File: src/rtl/fifo_uart_tx.sv
// fifo_uart_tx -- serialises words pulled from an upstream FIFO onto a UART line.
//
// Each frame is: start bit (0), DATA_WIDTH payload bits LSB first, an optional
// even-parity bit, and one stop bit (1). Every bit lasts CLKS_PER_BIT clocks.
//
// Optional feature: define FIFO_UART_TX_PARITY_EN to insert the even-parity bit
// (XOR of all payload bits) between the last data bit and the stop bit.
//
// Ports:
//   clk         clock, all state updates on the rising edge
//   rst_n       synchronous active-low reset
//   tx_enable   permits starting new frames (never aborts a frame in flight)
//   fifo_empty  upstream FIFO empty flag, only looked at in IDLE
//   fifo_rd_en  registered one-cycle read strobe to the upstream FIFO
//   fifo_data   upstream registered read data, valid the cycle after fifo_rd_en
//   tx          registered serial output, idle high
//   busy        high in every state except IDLE
//   frame_done  one-cycle pulse on the last cycle of the stop bit
//   state_dbg   current FSM state encoding, for observation only
//
// FIFO read handshake: in IDLE, when tx_enable=1 and fifo_empty=0, the FSM moves
// to FETCH and fifo_rd_en is high for exactly that FETCH cycle; the FIFO presents
// the word during the following LOAD cycle, where it is captured. One read per
// frame, never issued while fifo_empty=1.

module fifo_uart_tx #(
    parameter int DATA_WIDTH   = 8,
    parameter int CLKS_PER_BIT = 16
) (
    input  logic                  clk,
    input  logic                  rst_n,
    input  logic                  tx_enable,
    input  logic                  fifo_empty,
    output logic                  fifo_rd_en,
    input  logic [DATA_WIDTH-1:0] fifo_data,
    output logic                  tx,
    output logic                  busy,
    output logic                  frame_done,
    output logic [2:0]            state_dbg
);

    localparam int BW = $clog2(CLKS_PER_BIT);
    localparam int IW = $clog2(DATA_WIDTH);
    localparam logic [BW-1:0] BAUD_LAST = BW'(CLKS_PER_BIT - 1);
    localparam logic [IW-1:0] BIT_LAST  = IW'(DATA_WIDTH - 1);

    typedef enum logic [2:0] {
        S_IDLE   = 3'd0,
        S_FETCH  = 3'd1,
        S_LOAD   = 3'd2,
        S_START  = 3'd3,
        S_DATA   = 3'd4,
`ifdef FIFO_UART_TX_PARITY_EN
        S_PARITY = 3'd5,
`endif
        S_STOP   = 3'd6
    } state_t;

    state_t                state_q, state_d;
    logic [BW-1:0]         baud_q, baud_d, baud_inc;
    logic [IW-1:0]         bit_q, bit_d;
    logic [DATA_WIDTH-1:0] sreg_q, sreg_d;
    logic                  tx_q, tx_d;
    logic                  rd_en_q, rd_en_d;
    logic                  baud_last;
`ifdef FIFO_UART_TX_PARITY_EN
    logic                  par_q, par_d;
`endif

    always_ff @(posedge clk) begin
        if (!rst_n) begin
            state_q <= S_IDLE;
            baud_q  <= '0;
            bit_q   <= '0;
            sreg_q  <= '0;
            tx_q    <= 1'b1;
            rd_en_q <= 1'b0;
`ifdef FIFO_UART_TX_PARITY_EN
            par_q   <= 1'b0;
`endif
        end else begin
            state_q <= state_d;
            baud_q  <= baud_d;
            bit_q   <= bit_d;
            sreg_q  <= sreg_d;
            tx_q    <= tx_d;
            rd_en_q <= rd_en_d;
`ifdef FIFO_UART_TX_PARITY_EN
            par_q   <= par_d;
`endif
        end
    end

    assign baud_last = (baud_q == BAUD_LAST);
    assign baud_inc  = baud_last ? '0 : baud_q + 1'b1;

    always_comb begin
        state_d = state_q;
        baud_d  = baud_q;
        bit_d   = bit_q;
        sreg_d  = sreg_q;
        rd_en_d = 1'b0;
`ifdef FIFO_UART_TX_PARITY_EN
        par_d   = par_q;
`endif
        case (state_q)
            S_IDLE: begin
                baud_d = '0;
                bit_d  = '0;
                if (tx_enable && !fifo_empty) begin
                    rd_en_d = 1'b1;
                    state_d = S_FETCH;
                end
            end
            S_FETCH: state_d = S_LOAD;
            S_LOAD: begin
                sreg_d  = fifo_data;
`ifdef FIFO_UART_TX_PARITY_EN
                par_d   = ^fifo_data;
`endif
                state_d = S_START;
            end
            S_START: begin
                baud_d = baud_inc;
                if (baud_last) state_d = S_DATA;
            end
            S_DATA: begin
                baud_d = baud_inc;
                if (baud_last) begin
                    if (bit_q == BIT_LAST) begin
                        bit_d = '0;
`ifdef FIFO_UART_TX_PARITY_EN
                        state_d = S_PARITY;
`else
                        state_d = S_STOP;
`endif
                    end else begin
                        bit_d  = bit_q + 1'b1;
                        sreg_d = sreg_q >> 1;
                    end
                end
            end
`ifdef FIFO_UART_TX_PARITY_EN
            S_PARITY: begin
                baud_d = baud_inc;
                if (baud_last) state_d = S_STOP;
            end
`endif
            S_STOP: begin
                baud_d = baud_inc;
                if (baud_last) state_d = S_IDLE;
            end
            default: state_d = S_IDLE;
        endcase
    end

    // tx is registered from the next state so the line lines up with the state
    // register: the first START cycle already shows 0, each DATA bit shows the
    // post-shift LSB.
    always_comb begin
        tx_d = 1'b1;
        case (state_d)
            S_START:  tx_d = 1'b0;
            S_DATA:   tx_d = sreg_d[0];
`ifdef FIFO_UART_TX_PARITY_EN
            S_PARITY: tx_d = par_d;
`endif
            default:  tx_d = 1'b1;
        endcase
    end

    assign tx         = tx_q;
    assign fifo_rd_en = rd_en_q;
    assign busy       = (state_q != S_IDLE);
    assign frame_done = (state_q == S_STOP) && baud_last;
    assign state_dbg  = state_q;

endmodule

File: config.mk
export PLATFORM = sky130hd
export DESIGN_NAME = fifo_uart_tx
export DESIGN_NICKNAME = d
export VERILOG_FILES = /design/src/rtl/fifo_uart_tx.sv
export SDC_FILE = /design/constraint.sdc
export NUM_CORES = 1
export LEC_CHECK = 0
export BUFFER_PORTS_ARGS = -buffer_cell sky130_fd_sc_hd__buf_2
export CORE_ASPECT_RATIO = 1.2
export CORE_MARGIN = 2
export CORE_UTILIZATION = 25
export DETAILED_ROUTE_END_ITERATION = 12
export GPL_TIMING_DRIVEN = 1
export REMOVE_ABC_BUFFERS = 1
export SETUP_SLACK_MARGIN = 0.5
export SLEW_MARGIN = 20
export SYNTH_ARGS = -nofsm -noshare
export SYNTH_HDL_FRONTEND = slang
export SYNTH_SLANG_ARGS = --single-unit
File: constraint.sdc
create_clock -name clk -period 2.06 [get_ports clk]
set_input_delay 0.412 -clock clk [delete_from_list [all_inputs] [get_ports clk]]
set_output_delay 0.412 -clock clk [all_outputs]
set_load 0.03 [all_outputs]
==> out/metrics.yaml, run 1 <==
worst_hold_path:
  hold_start: "tx_enable"
  min_path_type: "in -> reg"
  whs_path_depth: 3
routing:
  routed_via_density: 4.76
  drt_wl_total_um: 2550
  avgRoutedWirePerCell_um: 12.3
  drt_iter0_drc: 28
  wl_met1_um: 1180
  met2_length_um: 1170
  firstDrtPassIters: 4
  wl_met3_um: 167
  maxUsedRoutingLayer: "met4"
  ant_nets: 0
  drc: 0
  via_count: 985
synth:
  synth_cells: 124
  yosys_warnings: 0
  avgSynthCellArea_um2: 8.98
  synth.distinct_cells: 38
  ys_seq_area_share_pct: 36.0
  synth_area_mm2: 0.00111
  ys_ff_latch: 20
global_routing:
  grt.overflow.total: 0
  grt_pass1_wl_um: 4480
  grt_pass1_vias: 1032
  grtUsageTotal_pct: 11.1
  grt_max_degree: 20
  antenna_found_initial: 0
cells_and_area:
  fillers: 425
  drive_above_1_share_pct: 39.1
  insertedDiodeCount: 0
  instances_no_fill: 207
  final_area_mm2: 0.00150
  final_util_pct: 35.2
  synthToLayoutAreaGrowth_pct: 34.6
  fin_nets: 167
die:
  io_pins: 19
  row_count: 26
  fp.dieH_um: 77.1
  core_area_mm2: 0.00426
  die_w_um: 64.9
  dieArea_mm2: 0.00501
  start_util_pct: 26.1
critical_path:
  r2r_start: "baud_q[0]"
  r2r.worst_path.cells: 8
  start_kind: "register"
  critPathRequiredTime_ps: 2210
  cp_slowest_cell: "dfxtp_4"
  startpoint: "baud_q[0]"
  arrival_ps: 1780
  critPathCaptureType: "register"
  worstPathCellList: "ha_4 -> nand4_1 -> buf_4 -> buf_6 -> buf_6 -> mux2i_4 -> and4bb_1 -> mux2i_1"
  crit_path_frequent_cell: "buf_6"
  criticalPathCategory: "reg -> reg"
  path_max_fanout: 3
  critPathMaxStageDelay_ps: 360
sta:
  hold_viol_final: 0
  finalCriticalPeriod_ps: 1620
  rsz0062_at_grt: "true"
  setup_viol: 0
  tightest_slew_ps: 402
  clock_skew_ps: 4.60
  fin_setup_tns_ps: 0
  clock.fmax_ghz: 0.617
  finalMaxSlewViolations: 0
  min_period_over_period_pct: 78.7
  relSlewSlack_pct: 73.2
power:
  power_uw: 920
  pwr-share-comb_pct: 11.8
  power.density_mw_per_mm2: 614
  netSwitchingPower_uw: 216
  p_clk_share_pct: 42.9
  power_frac_seq_pct: 45.2
  p_leak_uw: 0.000555
  swShare_pct: 23.5
  irDropWorstVdd_v: 0.000356
  p_int_uw: 704
run:
  max_cap_viol_count: 0
clocking:
  root_buffer: "clkbuf_8"
  clk-insertion-delay-late_ps: 260
  cts_htree_levels: 1
  clock-sinks: 20
  cts_hold_buf: 0
  cts.path.max_buffers: 2
  numCtsBuffers: 3
  path_clk_slew_ps: 80
  cts_tree: "built"
run_status:
  status: "completed"
placement:
  place_area_mm2: 0.00122
  place_congestion: 0.846
  portBuffers: 18
  dpl.hpwl_um: 1690
  dp_cells: 192
-- final timing paths --
| kind | end | slack [ps] |
|---|---|---|
| worst max-delay path | tx | 440 |
| worst min-delay path | fifo_rd_en | 420 |
| worst max register to register | tx | 440 |
| worst min register to register | sreg_q[2] | 460 |
-- logic make-up after synthesis --
| logic type | Yosys count | synth area share (%) |
|---|---|---|
| simple gates | 44 | 23.8 |
| xor+xnor | 1 | 0.787 |
| mux | 4 | 3.60 |
| buf+inv | 14 | 7.75 |
| fa+ha+maj | 4 | 4.38 |
| flops | 20 | 36.0 |
| compound gates | 37 | 23.7 |
-- cells in the final DEF, fill, tap and decap left out, drive strengths merged, types with 2 or more instances in the layout --
| cell type | synthesis | layout |
|---|---|---|
| nor2b | 5 | 5 |
| a22oi | 8 | 8 |
| a21boi | 9 | 9 |
| nand4 | 3 | 3 |
| a21oi | 3 | 3 |
| and2 | 4 | 5 |
| buf | 6 | 30 |
| inv | 6 | 6 |
| nand2b | 3 | 3 |
| and3 | 3 | 3 |
| nor2 | 7 | 7 |
| nand3 | 2 | 2 |
| a211oi | 2 | 2 |
| clkbuf | 2 | 3 |
| a31oi | 2 | 2 |
| nand2 | 12 | 12 |
| mux2i | 4 | 4 |
| ha | 3 | 3 |
| dfxtp | 20 | 20 |
| o21ai | 7 | 7 |
-- cell usage after synthesis, drive strengths merged --
cell type  instances  share of area, %
dfxtp             20                36
nand2             12               4.0
a21boi             9               6.1
a22oi              8               5.8
nor2               7               2.4
o21ai              7               3.1
buf                6               5.1
inv                6               2.0
nor2b              5               2.8
and2               4               2.2
mux2i              4               3.6
a21oi              3               1.7
and3               3               1.7
ha                 3               3.4
nand2b             3               1.7
nand4              3               1.7
a211oi             2               1.3
a31oi              2               1.1
clkbuf             2              0.67
nand3              2              0.90
a22o               1              0.79
a2bb2oi            1              0.79
a311oi             1              0.79
a32oi              1              0.79
and4bb             1               1.1
maj3               1               1.0
nor3b              1               1.7
nor4               1              0.56
nor4b              1               2.1
nor4bb             1              0.90
o221ai             1              0.79
o22ai              1              0.56
xnor2              1              0.79
-- state kept, by name, summed over array words and instances, names as in the netlist --
name        count
sreg_q          8
tx              1
state_dbg       3
fifo_rd_en      1
baud_q          4
bit_q           3
-- power by group through the flow --
| stage | sequential [µW] | combinational, µW | clock (µW) |
|---|---|---|---|
| after floorplan | 434 | 58.2 | 0 |
| after global placement | 427 | 102 | 0 |
| after detailed placement | 427 | 102 | 0 |
| after CTS | 415 | 104 | 405 |
| after global routing | 419 | 120 | 423 |
| final | 416 | 109 | 395 |
-- cell type report --
| type | count | area, µm² | area share (%) |
|---|---|---|---|
| multi-input cells | 91 | 707 | 47.2 |
| repair buffers | 30 | 204 | 13.6 |
| clock inverters | 1 | 30.0 | 2.00 |
| clock buffers | 3 | 41.3 | 2.75 |
| flip-flops and latches | 20 | 424 | 28.3 |
| well taps | 56 | 70.1 | 4.67 |
| inverters | 6 | 22.5 | 1.50 |
-- routing by layer --
metal / global-route usage, % / up-vias
met5: 0 / -
li1: - / 506
met3: 3.37 / 3
met4: 5.74 / 0
met1: 12.8 / 449
met2: 18.0 / 27
-- repair_timing --
action	4_1_cts	5_1_grt
setup buffers	9	1
gates cloned	1	0
endpoints found under the setup margin	18	17
resized for setup	25	16
pin swaps	6	5
-- worst max-delay path, delay by kind of cell, from the launching register on --
family | cells | cell delay, ps
fa+ha+maj | 1 | 130
buf+inv | 3 | 390
flops | 1 | 360
mux | 2 | 230
simple gates | 2 | 400
-- metrics by stage --
step,hold slack (ps),setup slack [ps]
global route,430,388
CTS,416,393
detailed placement,446,253
global placement,448,299
floorplan,435,280
finish,418,438
No activity file was read; power rests on OpenSTA's default activity.
==> inputs of run 2 (changes only) <==
ABC_AREA = 1   (was unset)
clock period = 1.5 ns   (was 2.06 ns; I/O delays follow)
==> run 2 against run 1 <==
Compared with the run above:
- worst setup slack lost 380 ps
- combinational power grew 120%
- wire length shrank 0.78%
- flip-flop and latch count is the same
- sequential power grew 36%
- non-clock buffer count grew 3
- critical path type is now reg -> out
==> out/metrics.yaml, run 2 <==
global_routing:
  grt_pass1_wl_um: 4170
  grt_max_degree: 13
  grtUsageTotal_pct: 11.1
  grt.overflow.total: 0
  antenna_found_initial: 0
  grt_pass1_vias: 999
run:
  max_cap_viol_count: 0
critical_path:
  criticalPathCategory: "reg -> out"
  arrival_ps: 1150
  start_kind: "register"
  r2r.worst_path.cells: 9
  path_max_fanout: 3
  r2r_start: "baud_q[0]"
  ff2ff_setup_slack_ps: 70
  r2r-end: "sreg_q[4]"
  critPathRequiredTime_ps: 1200
  critPathCaptureType: "output pin"
synth:
  synth_area_mm2: 0.00105
  avgSynthCellArea_um2: 6.98
  synth-async-reset-ratio_pct: 0
  ys_seq_area_share_pct: 38.2
  ys_ff_latch: 20
  synth_ff_type: "dfxtp_1"
  synth_cells: 150
  yosys_warnings: 0
  yosys-top-cells-area: "dfxtp_1 (38%), nand2_1 (20%), inv_1 (7.9%)"
  yosysTopAreaCell: "dfxtp_1"
  yosys-top-cells-count: "nand2_1 (55), inv_1 (22), dfxtp_1 (20)"
  synth_edf_count: 0
  synth_top_area_share_pct: 38.2
  synth.distinct_cells: 20
  yosysMostFrequentCell: "nand2_1"
cells_and_area:
  seq_area_um2: 419
  largest_reg_flops: 8
  final_common_cell: "nand2_1"
  fin_nets: 203
  top_register: "sreg_q"
  final_area_mm2: 0.00160
  synthToLayoutAreaGrowth_pct: 52.9
  insertedDiodeCount: 0
  drive_above_1_share_pct: 49.7
  final_util_pct: 40.3
  instances_no_fill: 241
  biggestRegsByFlops: "sreg_q (8), baud_q (4)"
  final_cell_mix: "nand2_1 (43), inv_1 (19), buf_6 (13)"
  fillers: 417
  multiInputGateArea_um2: 696
die:
  row_count: 25
  dieArea_mm2: 0.00473
  die_w_um: 63.1
  fp.dieH_um: 74.9
  start_util_pct: 26.4
  io_pins: 19
  core_area_mm2: 0.00397
clocking:
  cts.path.max_buffers: 2
  clk-insertion-delay-late_ps: 260
  numCtsBuffers: 3
  cts_tree: "built"
  path_clk_slew_ps: 80
  root_buffer: "clkbuf_8"
  clock-sinks: 20
  cts_hold_buf: 0
  cts_htree_levels: 1
sta:
  relSlewSlack_pct: 66.3
  min_period_over_period_pct: 96.4
  setup_viol: 0
  rsz0062_at_grt: "true"
  finalMaxSlewViolations: 0
  clock_skew_ps: 7.15
  finalWorstSetupSlack_ps: 53.8
  tightest_slew_ps: 505
  clock.fmax_ghz: 0.691
  hold_viol_final: 0
  finalCriticalPeriod_ps: 1450
  fin_hold_ws_ps: 277
routing:
  drt_iter0_drc: 29
  via_count: 1055
  firstDrtPassIters: 4
  drc: 0
  ant_nets: 0
  routed_via_density: 4.38
  avgRoutedWirePerCell_um: 10.5
  drt_wl_total_um: 2530
worst_hold_path:
  min_path_type: "in -> reg"
  whs_path_depth: 3
  hold_end: "fifo_rd_en"
  hold_start: "tx_enable"
run_status:
  status: "completed"
placement:
  place_area_mm2: 0.00122
  portBuffers: 18
  place_congestion: 0.812
  dpl.hpwl_um: 1610
  dp_cells: 224
  place_ws_ps: 0.306
power:
  p_leak_uw: 0.000697
  irDropWorstVdd_v: 0.000510
  power.density_mw_per_mm2: 763
[run 2: cell count changes after synthesis, moves of 5 or more]
cell / change
a21oi_1: +8
a21oi_2: +5
a21boi_1: -6
nor2b_1: -5
inv_1: +16
nand3_1: +5
nand2_1: +43
a22oi_1: -7
[run 2: kinds of logic (layout without fill, tap and decap cells)]
group | after synthesis | in the layout | share of synthesized area, %
simple gates | 79 | 80 | 35.2
buf+inv | 25 | 61 | 9.20
compound gates | 23 | 23 | 13.7
flops | 20 | 20 | 38.2
fa+ha+maj | 3 | 3 | 3.58
[run 2: final cells by class]
| cell class | instances | area share, % |
|---|---|---|
| inverters | 24 | 5.94 |
| multi-input cells | 106 | 43.4 |
| repair buffers | 33 | 16.8 |
| well taps | 54 | 4.22 |
| clock buffers | 4 | 3.44 |
| flip-flops and latches | 20 | 26.2 |
[run 2: stage by stage]
step                total power (µW)  TNS (ps)
global route                    1290     -52.5
CTS                             1210         0
global placement                 742     -4.97
finish                          1220         0
floorplan                        686      -278
detailed placement               743         0
[run 2: worst max-delay path: stages (launching register included)]
cell and delay (ps):
dfxtp_2 360, ha_4 160, nand3_4 90, nor3_2 110
buf_4 180
[run 2: what timing repair did]
action | CTS | global route
endpoints found under the setup margin | 27 | 27
pin swaps | 4 | 12
gates resized for setup | 38 | 35
setup buffers | 8 | 4
cloned | 1 | 0
[run 2: layer usage]
layer  share of wire, %  vias up  global-route usage [%]  wire (µm)
met1                 43      483                    12.1       1090
met5                  0        -                       0          0
met3                3.6        7                    2.84         92
li1                   -      547                       -          -
met4                2.1        0                    4.69         54
met2                 51       18                    20.8       1290
[run 2: worst max path at each step]
stage,start,to,slack (ps),cells after the start
global route,baud_q[0],frame_done,-20,4
CTS,baud_q[0],frame_done,50,4
global placement,baud_q[0],state_dbg[1],-5,6
floorplan,state_dbg[2],frame_done,-280,2
finish,baud_q[0],frame_done,50,4
detailed placement,baud_q[0],state_dbg[1],0.3,6
[run 2: power by group]
| group | leakage, µW | total [µW] | internal [µW] | switching [µW] |
|---|---|---|---|---|
| clock network | 0.0000288 | 415 | 234 | 181 |
| logic | 0.000502 | 242 | 105 | 137 |
| registers | 0.000166 | 565 | 548 | 17.3 |
==> inputs of run 3 (changes only) <==
CELL_PAD_IN_SITES_DETAIL_PLACEMENT = 2   (was unset)
CELL_PAD_IN_SITES_GLOBAL_PLACEMENT = 2   (was unset)
PLACE_DENSITY_LB_ADDON = 0.1   (was unset)
==> run 3 against run 2 <==
Compared with the run above:
- the flow now finishes with violations (negative setup slack)
- combinational power grew 23%
- critical path depth grew 6
- global-route usage grew 5.4 points
- clock skew shrank 2.3 ps
- via count grew 9.5%
- non-clock buffer count grew 5
- core utilization grew 4.2 points
- first-iteration DRC count grew 83%
- critical path type is now reg -> reg
- critical endpoint is now tx
==> out/metrics.yaml, run 3 (synthesis gave the netlist of run 2 again) <==
cells_and_area:
  fin_nets: 208
  final_util_pct: 44.5
  final_area_mm2: 0.00177
  final_common_cell: "nand2_1"
  insertedDiodeCount: 0
  final_cell_mix: "nand2_1 (34), nand2_2 (17), buf_6 (15), inv_1 (14), a21oi_2 (12)"
  synthToLayoutAreaGrowth_pct: 68.9
  largest_reg_flops: 8
  biggestRegsByFlops: "sreg_q (8), baud_q (4)"
  drive_above_1_share_pct: 62.5
  top_register: "sreg_q"
placement:
  place_area_mm2: 0.00124
  portBuffers: 18
  dpl.hpwl_um: 2250
  place_congestion: 0.820
routing:
  drc: 0
  drt_iter0_drc: 53
  routed_via_density: 4.70
  via_count: 1155
  ant_nets: 0
  avgRoutedWirePerCell_um: 17.7
  drt_wl_total_um: 4360
  firstDrtPassIters: 4
power:
  p_leak_uw: 0.000750
  power_uw: 1290
  power.density_mw_per_mm2: 728
  irDropWorstVdd_v: 0.000291
worst_hold_path:
  hold_start: "tx_enable"
  min_path_type: "in -> reg"
  whs_path_depth: 3
  hold_end: "fifo_rd_en"
clocking:
  path_clk_slew_ps: 80
  cts_tree: "built"
  numCtsBuffers: 3
  clk-insertion-delay-late_ps: 260
  root_buffer: "clkbuf_8"
  cts.path.max_buffers: 2
  clock-sinks: 20
  cts_htree_levels: 1
  cts_hold_buf: 0
run_status:
  violations: "negative setup slack"
  status: "finished with violations"
sta:
  finalCriticalPeriod_ps: 1570
  hold_viol_final: 0
  clock_skew_ps: 4.87
  relSlewSlack_pct: 80.0
  min_period_over_period_pct: 105
  tightest_slew_ps: 298
  rsz0062_at_grt: "true"
  finalMaxSlewViolations: 0
  finalWorstSetupSlack_ps: -71.1
  clock.fmax_ghz: 0.637
  setup_viol: 3
die:
  core_area_mm2: 0.00397
  dieArea_mm2: 0.00473
  fp.dieH_um: 74.9
  row_count: 25
  start_util_pct: 26.4
  die_w_um: 63.1
  io_pins: 19
critical_path:
  r2r_start: "baud_q[0]"
  start_kind: "register"
  r2r-end: "tx"
  arrival_ps: 1720
  criticalPathCategory: "reg -> reg"
  path_max_fanout: 3
  ff2ff_setup_slack_ps: -70
  critPathRequiredTime_ps: 1650
  critPathCaptureType: "register"
  r2r.worst_path.cells: 10
global_routing:
  grt_pass1_wl_um: 5970
  grt_max_degree: 12
  grt.overflow.total: 0
  grtUsageTotal_pct: 16.5
  grt_pass1_vias: 1239
  antenna_found_initial: 0
run:
  max_cap_viol_count: 0
run 3: area by class of cell:
type | count | area (µm²)
clock buffer | 4 | 55.1
fill | 460 | 2200
inverter | 24 | 97.6
multi-input combinational | 106 | 790
sequential | 20 | 425
tap | 54 | 67.6
timing repair buffer | 38 | 334
run 3: power by group:
| part | leakage, µW | switching (µW) | internal [µW] |
|---|---|---|---|
| clock | 0.0000288 | 192 | 234 |
| combinational | 0.000554 | 173 | 124 |
| sequential | 0.000167 | 20.8 | 545 |
run 3: routing by layer:
layer  vias to the layer above  routed length, µm  GRT usage [%]
li1                        553                  -              -
met1                       569               1650           18.6
met2                        23               2480           32.7
met3                        10                109           2.24
met4                         0                123           4.44
met5                         -                  0              0
run 3: what timing repair did:
item,in CTS,in global routing
endpoints found under the setup margin,27,27
resized for setup,64,47
endpoints found under the hold margin,0,0
pin swaps,14,20
cloned,1,0
setup buffers,11,4
run 3: critical path, stage by stage (launching register included):
cell and delay (ps):
dfxtp_4 370, ha_4 150, nand3_4 100, buf_12 150, buf_8 120, nand2_2 40, nand2_1 70, nand2_1 90
nand3_2 90, nor2_2 180, a21oi_2 90
run 3: worst max path at each step:
stage | startpoint | end | slack (ps) | depth (start not counted)
floorplan | state_dbg[2] | frame_done | -280 | 2
global placement | baud_q[1] | state_dbg[1] | 40 | 6
detailed placement | baud_q[1] | state_dbg[1] | -110 | 6
CTS | state_dbg[0] | frame_done | 20 | 4
global route | baud_q[0] | tx | -150 | 10
finish | baud_q[0] | tx | -70 | 10
run 3: per-stage QoR:
step | setup WS, ps | instances | setup TNS (ps) | hold WS, ps
after floorplan | -278 | 149 | -278 | 398
after global placement | 35.8 | 226 | 0 | 447
after detailed placement | -105 | 226 | -165 | 462
after CTS | 22.6 | 242 | 0 | 290
after global routing | -153 | 246 | -701 | 282
final | -71.1 | 246 | -137 | 292
